### config.mk
export PLATFORM = sky130hd
export DESIGN_NAME = ej32_div_seq
export DESIGN_NICKNAME = d
export VERILOG_FILES = /design/src/rtl/ej32_div_seq.sv
export SDC_FILE = /design/constraint.sdc
export NUM_CORES = 1
export LEC_CHECK = 0
export CORE_UTILIZATION = 50
export DETAILED_ROUTE_END_ITERATION = 8
export GPL_TIMING_DRIVEN = 0
export PLACE_DENSITY_LB_ADDON = 0.25
export SLEW_MARGIN = 5
export SYNTH_ARGS = -nofsm -noshare
export SYNTH_HDL_FRONTEND = slang
export SYNTH_SLANG_ARGS = --single-unit
### constraint.sdc
create_clock -name clk -period 12.3 [get_ports clk]
set_input_delay 2.46 -clock clk [delete_from_list [all_inputs] [get_ports clk]]
set_output_delay 2.46 -clock clk [all_outputs]
set_load 0.1 [all_outputs]
### src/rtl/ej32_div_seq.sv
// ej32_div_seq: sequential signed 32-bit divider for idiv/irem.
// Restoring radix-2 on magnitudes, one quotient bit per RUN cycle,
// then sign fix-up to Java semantics (truncate toward zero).
// Ports:
//   clk  in       clock, all state changes on posedge
//   rst  in       sync active-high reset (held by DP while idle)
//   x    in  DSZ  dividend (NOS), sampled in LOAD only
//   y    in  DSZ  divisor (TOS), sampled in LOAD only
//   bsy  out      high until q/r/z are valid
//   z    out      divide-by-zero seen in LOAD
//   q    out DSZ  quotient
//   r    out DSZ  remainder, sign of dividend
module ej32_div_seq #(
   parameter int DSZ   = 32,
   parameter int CNT_W = 6
) (
   input  logic           clk,
   input  logic           rst,
   input  logic [DSZ-1:0] x,
   input  logic [DSZ-1:0] y,
   output logic           bsy,
   output logic           z,
   output logic [DSZ-1:0] q,
   output logic [DSZ-1:0] r
);

   typedef enum logic [1:0] {
      S_LOAD,
      S_RUN,
      S_FIX,
      S_DONE
   } state_t;

   state_t           state_q, state_d;
   logic [CNT_W-1:0] cnt_q, cnt_d;
   logic             bsy_q, bsy_d;
   logic             z_q, z_d;
   logic [DSZ-1:0]   q_q, q_d;
   logic [DSZ-1:0]   r_q, r_d;

   logic [DSZ-1:0]   rem_q, rem_d;
   logic [DSZ-1:0]   quo_q, quo_d;
   logic [DSZ-1:0]   ay_q, ay_d;
   logic             sx_q, sx_d;
   logic             sy_q, sy_d;

   logic [DSZ-1:0]   rem_sh;
   logic [DSZ:0]     trial;

   // Remainder stays below ay <= 2^(DSZ-1), so the shifted value
   // fits in DSZ bits; the extra trial bit is the borrow.
   assign rem_sh = {rem_q[DSZ-2:0], quo_q[DSZ-1]};
   assign trial  = {1'b0, rem_sh} - {1'b0, ay_q};

   always_comb begin
      state_d = state_q;
      cnt_d   = cnt_q;
      bsy_d   = bsy_q;
      z_d     = z_q;
      q_d     = q_q;
      r_d     = r_q;
      rem_d   = rem_q;
      quo_d   = quo_q;
      ay_d    = ay_q;
      sx_d    = sx_q;
      sy_d    = sy_q;
      unique case (state_q)
         S_LOAD: begin
            sx_d = x[DSZ-1];
            sy_d = y[DSZ-1];
            // Negating MIN wraps back to MIN, which is the
            // correct unsigned magnitude.
            ay_d = y[DSZ-1] ? -y : y;
            if (y == '0) begin
               z_d     = 1'b1;
               q_d     = '0;
               r_d     = x;
               bsy_d   = 1'b0;
               state_d = S_DONE;
            end else begin
               rem_d   = '0;
               quo_d   = x[DSZ-1] ? -x : x;
               cnt_d   = CNT_W'(DSZ);
               state_d = S_RUN;
            end
         end
         S_RUN: begin
            rem_d = trial[DSZ] ? rem_sh : trial[DSZ-1:0];
            quo_d = {quo_q[DSZ-2:0], ~trial[DSZ]};
            cnt_d = cnt_q - CNT_W'(1);
            if (cnt_q == CNT_W'(1)) state_d = S_FIX;
         end
         S_FIX: begin
            q_d     = (sx_q ^ sy_q) ? -quo_q : quo_q;
            r_d     = sx_q ? -rem_q : rem_q;
            bsy_d   = 1'b0;
            state_d = S_DONE;
         end
         S_DONE: begin
         end
         default: state_d = S_LOAD;
      endcase
   end

   always_ff @(posedge clk) begin
      if (rst) begin
         state_q <= S_LOAD;
         cnt_q   <= '0;
         bsy_q   <= 1'b1;
         z_q     <= 1'b0;
         q_q     <= '0;
         r_q     <= '0;
      end else begin
         state_q <= state_d;
         cnt_q   <= cnt_d;
         bsy_q   <= bsy_d;
         z_q     <= z_d;
         q_q     <= q_d;
         r_q     <= r_d;
      end
   end

   // Datapath scratch registers are always rewritten in LOAD
   // before use, so they carry no reset.
   always_ff @(posedge clk) begin
      rem_q <= rem_d;
      quo_q <= quo_d;
      ay_q  <= ay_d;
      sx_q  <= sx_d;
      sy_q  <= sy_d;
   end

   assign bsy = bsy_q;
   assign z   = z_q;
   assign q   = q_q;
   assign r   = r_q;

endmodule

==> Flow_metrics.wiki <==
{| class="wikitable"
! Metric !! Value
|-
| Maximum clock frequency || 156 MHz
|-
| Net switching share of the total power || 0.467
|-
| Count of state elements after synthesis || 172
|-
| Port Buf Inserts || approximately 130
|-
| Minimum setup slack in the final design || around 6 ns
|-
| Overall Global Routing Usage || 0.262
|-
| Leakage power summed over all cells || just over 0.005 uW
|-
| Worst-path clk slew || 0.07 ns
|-
| Instance count of the mapped netlist || roughly 1300
|-
| Most common cell after layout, fill and taps aside || clkdlybuf4s50_1
|-
| Clock root buffer master || clkbuf_16
|-
| Critical path, cell by cell || clkdlybuf4s50_1, or4_4, or4_4, nand4bb_1, or2_2, nor3_1, a21oi_1, clkbuf_1, clkbuf_1, a21oi_1, nor2_1
|-
| Worst endpoint required time || 12.61 ns
|-
| Net count, final || 1530
|-
| Antenna violations before repair || 0
|-
| Kind of start point of the critical path || primary input
|-
| Type of the most critical hold path || flip-flop to flip-flop
|-
| Number of sinks handled by clock tree synthesis || 172
|-
| DIE WIDTH || 151 um
|-
| Die ar. || ~23000 um^2
|-
| Total CTS buffers || 17
|-
| Ant. Diodes || 0
|-
| Later-pin clock latency in the skew report || 0.44 ns
|-
| Nets in the synthesized netlist || 1378
|-
| Total number of vias || 9650
|-
| WL final || around 29000 um
|-
| Count of cell types in the netlist || 55
|-
| Pin count of the biggest net entering global routing || 38
|-
| Family with the most delay on the worst path || simple AND/OR/NAND/NOR gates
|-
| Share of power burned in the clock network || 0.150
|-
| Hold-critical path depth || 2
|-
| Start-to-end type of the worst setup path || primary input to flip-flop
|-
| Slowest cell delay on critical path || 0.77 ns
|-
| Maximum level of the CTS H-tree || 4
|-
| Post-CTS setup buffers || 0
|-
| Chip Height || 151 um
|-
| Vias per cell || 5.63
|-
| Comb power frac || 0.543
|-
| Resize count post-CTS || 0
|-
| Final non-filler cell total || 1713
|-
| Number of cells traversed by the worst register-to-register path || 13
|-
| Outcome || finished clean
|-
| Yosys warning total || 0
|-
| Sequential element share of the synthesized area || 0.399
|-
| Fraction of layout instances using a drive strength above 1 || 0.0342
|-
| Antenna-violating nets left || 0
|-
| Synthesis-to-layout area growth || 20.5%
|-
| Placed Cells incl. Taps || 1681
|-
| Final slew viol count || 0
|-
| Total power divided by cell area || 264 nW/um^2
|-
| Worst endpoint data arrival time || 6.70 ns
|-
| Kind of end point of the critical path || flip-flop
|-
| Number of core rows || 54
|-
| Most frequent cells in the layout || clkdlybuf4s50_1, nor2_1, nand2_1, a21oi_1, edfxtp_1
|-
| Placer Congestion || 0.902
|-
| Fraction of the cycle the final worst path needs || 0.520
|-
| Number of endpoints with negative hold slack in the final report || 0
|-
| Count of hold buffers inserted by post-cts repair || 0
|-
| Highest net fanout along the worst path || 10
|-
| Net switching component of the power || 1640 uW
|-
| Area of the mapped netlist || 11100 um^2
|-
| Critical-path cell with the highest stage delay || nor3_1
|-
| Starting density of the core || 0.509
|-
| Sum of negative setup slack || 0 ns
|-
| Post-synth EDFFs || 98
|-
| # DRC || 0
|-
| Fin crit period || around 6.4 ns
|-
| Setup violations, final || 0
|-
| Unrepaired setup endpoints after global routing || false
|-
| Total half-perimeter wirelength after legalization and detailed placement || 22900 um
|-
| Core box area || 21800 um^2
|-
| Largest voltage drop on the vdd net || 0.125 mV
|-
| Max capacitance violation total || 0
|-
| Leading register cell type out of synthesis || edfxtp_1
|-
| Deepest clock path buffer count || 2
|-
| Core occupancy in the finished layout || 0.614
|-
| Clock tree from TritonCTS || built
|-
| Count of pins on the block boundary || 132
|-
| Number of detailed-route iterations in the first pass || 5
|-
| Number of logic stages on the critical path including buffering || 11
|-
| GR Overflow Total || 0
|-
| Post-layout power || 3520 uW
|-
| Synthesized area per cell || 8.74 um^2
|-
| Part of the total power dissipated in sequential elements || 0.307
|-
| First-pass GRT wire length || around 46000 um
|-
| Actual transition at the worst max-transition pin || between 1 and 1.5 ns
|-
| Skew final || 0.0122 ns
|-
| Setup WS pre-CTS || 5.51 ns
|-
| WL/cell || 16.8 um
|-
| Via count of the first global-routing pass || 9250
|-
| Iter 0 DRT Violations || roughly 600
|-
| Max_slew headroom || 0.317
|-
| Number of buffers and inverters on the critical path || 3
|-
| FFs w/ async S/R, synth || 0
|-
| Internal power || 1880 uW
|}
layer usage:
layer  vias to the layer above  track usage  part of all wire
met2                       306        0.463              0.49
met1                      4435        0.323              0.43
li1                       4860            -                 -
met3                        49       0.0316             0.054
met5                         -            0                 0
met4                         0        0.109             0.028
power by group through the flow:
stage               clock [uW]  combinational (uW)  sequential, uW
floorplan                    0                1290            1200
global placement             0                1840            1090
detailed placement           0                1890            1090
CTS                        530                1910            1080
global route               553                2110            1110
finish                     527                1910            1080
worst register-to-register path: stages, from the launching register on:
cell and delay, ns:
edfxtp_1 0.50, inv_1 0.09, ha_1 0.24, fa_1 0.38, nand2b_1 0.20, a21oi_1 0.30
o311ai_0 0.26, a21oi_1 0.32, o31ai_1 0.17, o31ai_1 0.88, clkbuf_1 0.47, clkbuf_1 0.41
nand2_1 0.11, o211a_1 0.14
cells by family after synthesis:
family / synth area share
compound gates: 0.192
xor+xnor: 0.115
fa+ha+maj: 0.0504
buf+inv: 0.0393
flops: 0.399
mux: 0.0236
simple gates: 0.180
final cells by class:
cell class | instances | area (um^2)
multi-input combinational | 980 | 6230
fill | 1962 | 8400
clock buffer | 19 | 433
buffer | 58 | 218
clock inverter | 13 | 131
sequential | 172 | 4420
tap | 280 | 350
inverter | 58 | 218
timing repair buffer | 133 | 1350
worst paths after layout:
| kind | start | endpoint | slack [ns] |
|---|---|---|---|
| hold reg to reg | q[30]$_SDFFE_PP0P_ | q[30]$_SDFFE_PP0P_ | 0.45 |
| setup / recovery | y[7] | r[18]$_SDFFE_PP0P_ | 5.91 |
| hold / removal | q[30]$_SDFFE_PP0P_ | q[30]$_SDFFE_PP0P_ | 0.45 |
| setup reg to reg | quo_q[31]$_DFFE_PP_ | rem_q[21]$_SDFFCE_PN0P_ | 7.59 |
flip-flops by register name, summed over array words and instances, names as in the netlist:
register and flops:
ay_q 32, bsy 1, cnt_q 6, q 32
quo_q 32, r 32, rem_q 32, state_q 2
sx_q 1, sy_q 1, z 1
stage by stage:
step	hold slack [ns]	instance area [um^2]
2_1_floorplan	0.454	11100
3_3_place_gp	0.435	12700
3_5_place_dp	0.443	12800
4_1_cts	0.454	13400
5_1_grt	0.480	13400
6_report	0.453	13400
synthesized netlist by cell type (13+ instances only):
cell,number,area share
nor2_1,127,0.043
o31ai_1,30,0.020
xor2_1,79,0.062
a21o_1,16,0.011
xnor2_1,67,0.053
dfxtp_1,74,0.13
nor3_1,27,0.012
nor2b_1,28,0.016
or3_1,17,0.0096
o21ai_0,95,0.043
nand2_1,125,0.042
nand3_1,33,0.015
a21oi_1,100,0.045
or4_1,13,0.0088
clkbuf_1,58,0.020
ha_1,43,0.049
inv_1,58,0.020
a211oi_1,36,0.024
mux2i_1,25,0.023
edfxtp_1,98,0.27
o41ai_1,15,0.012
Power figures use the tool's default switching activity.
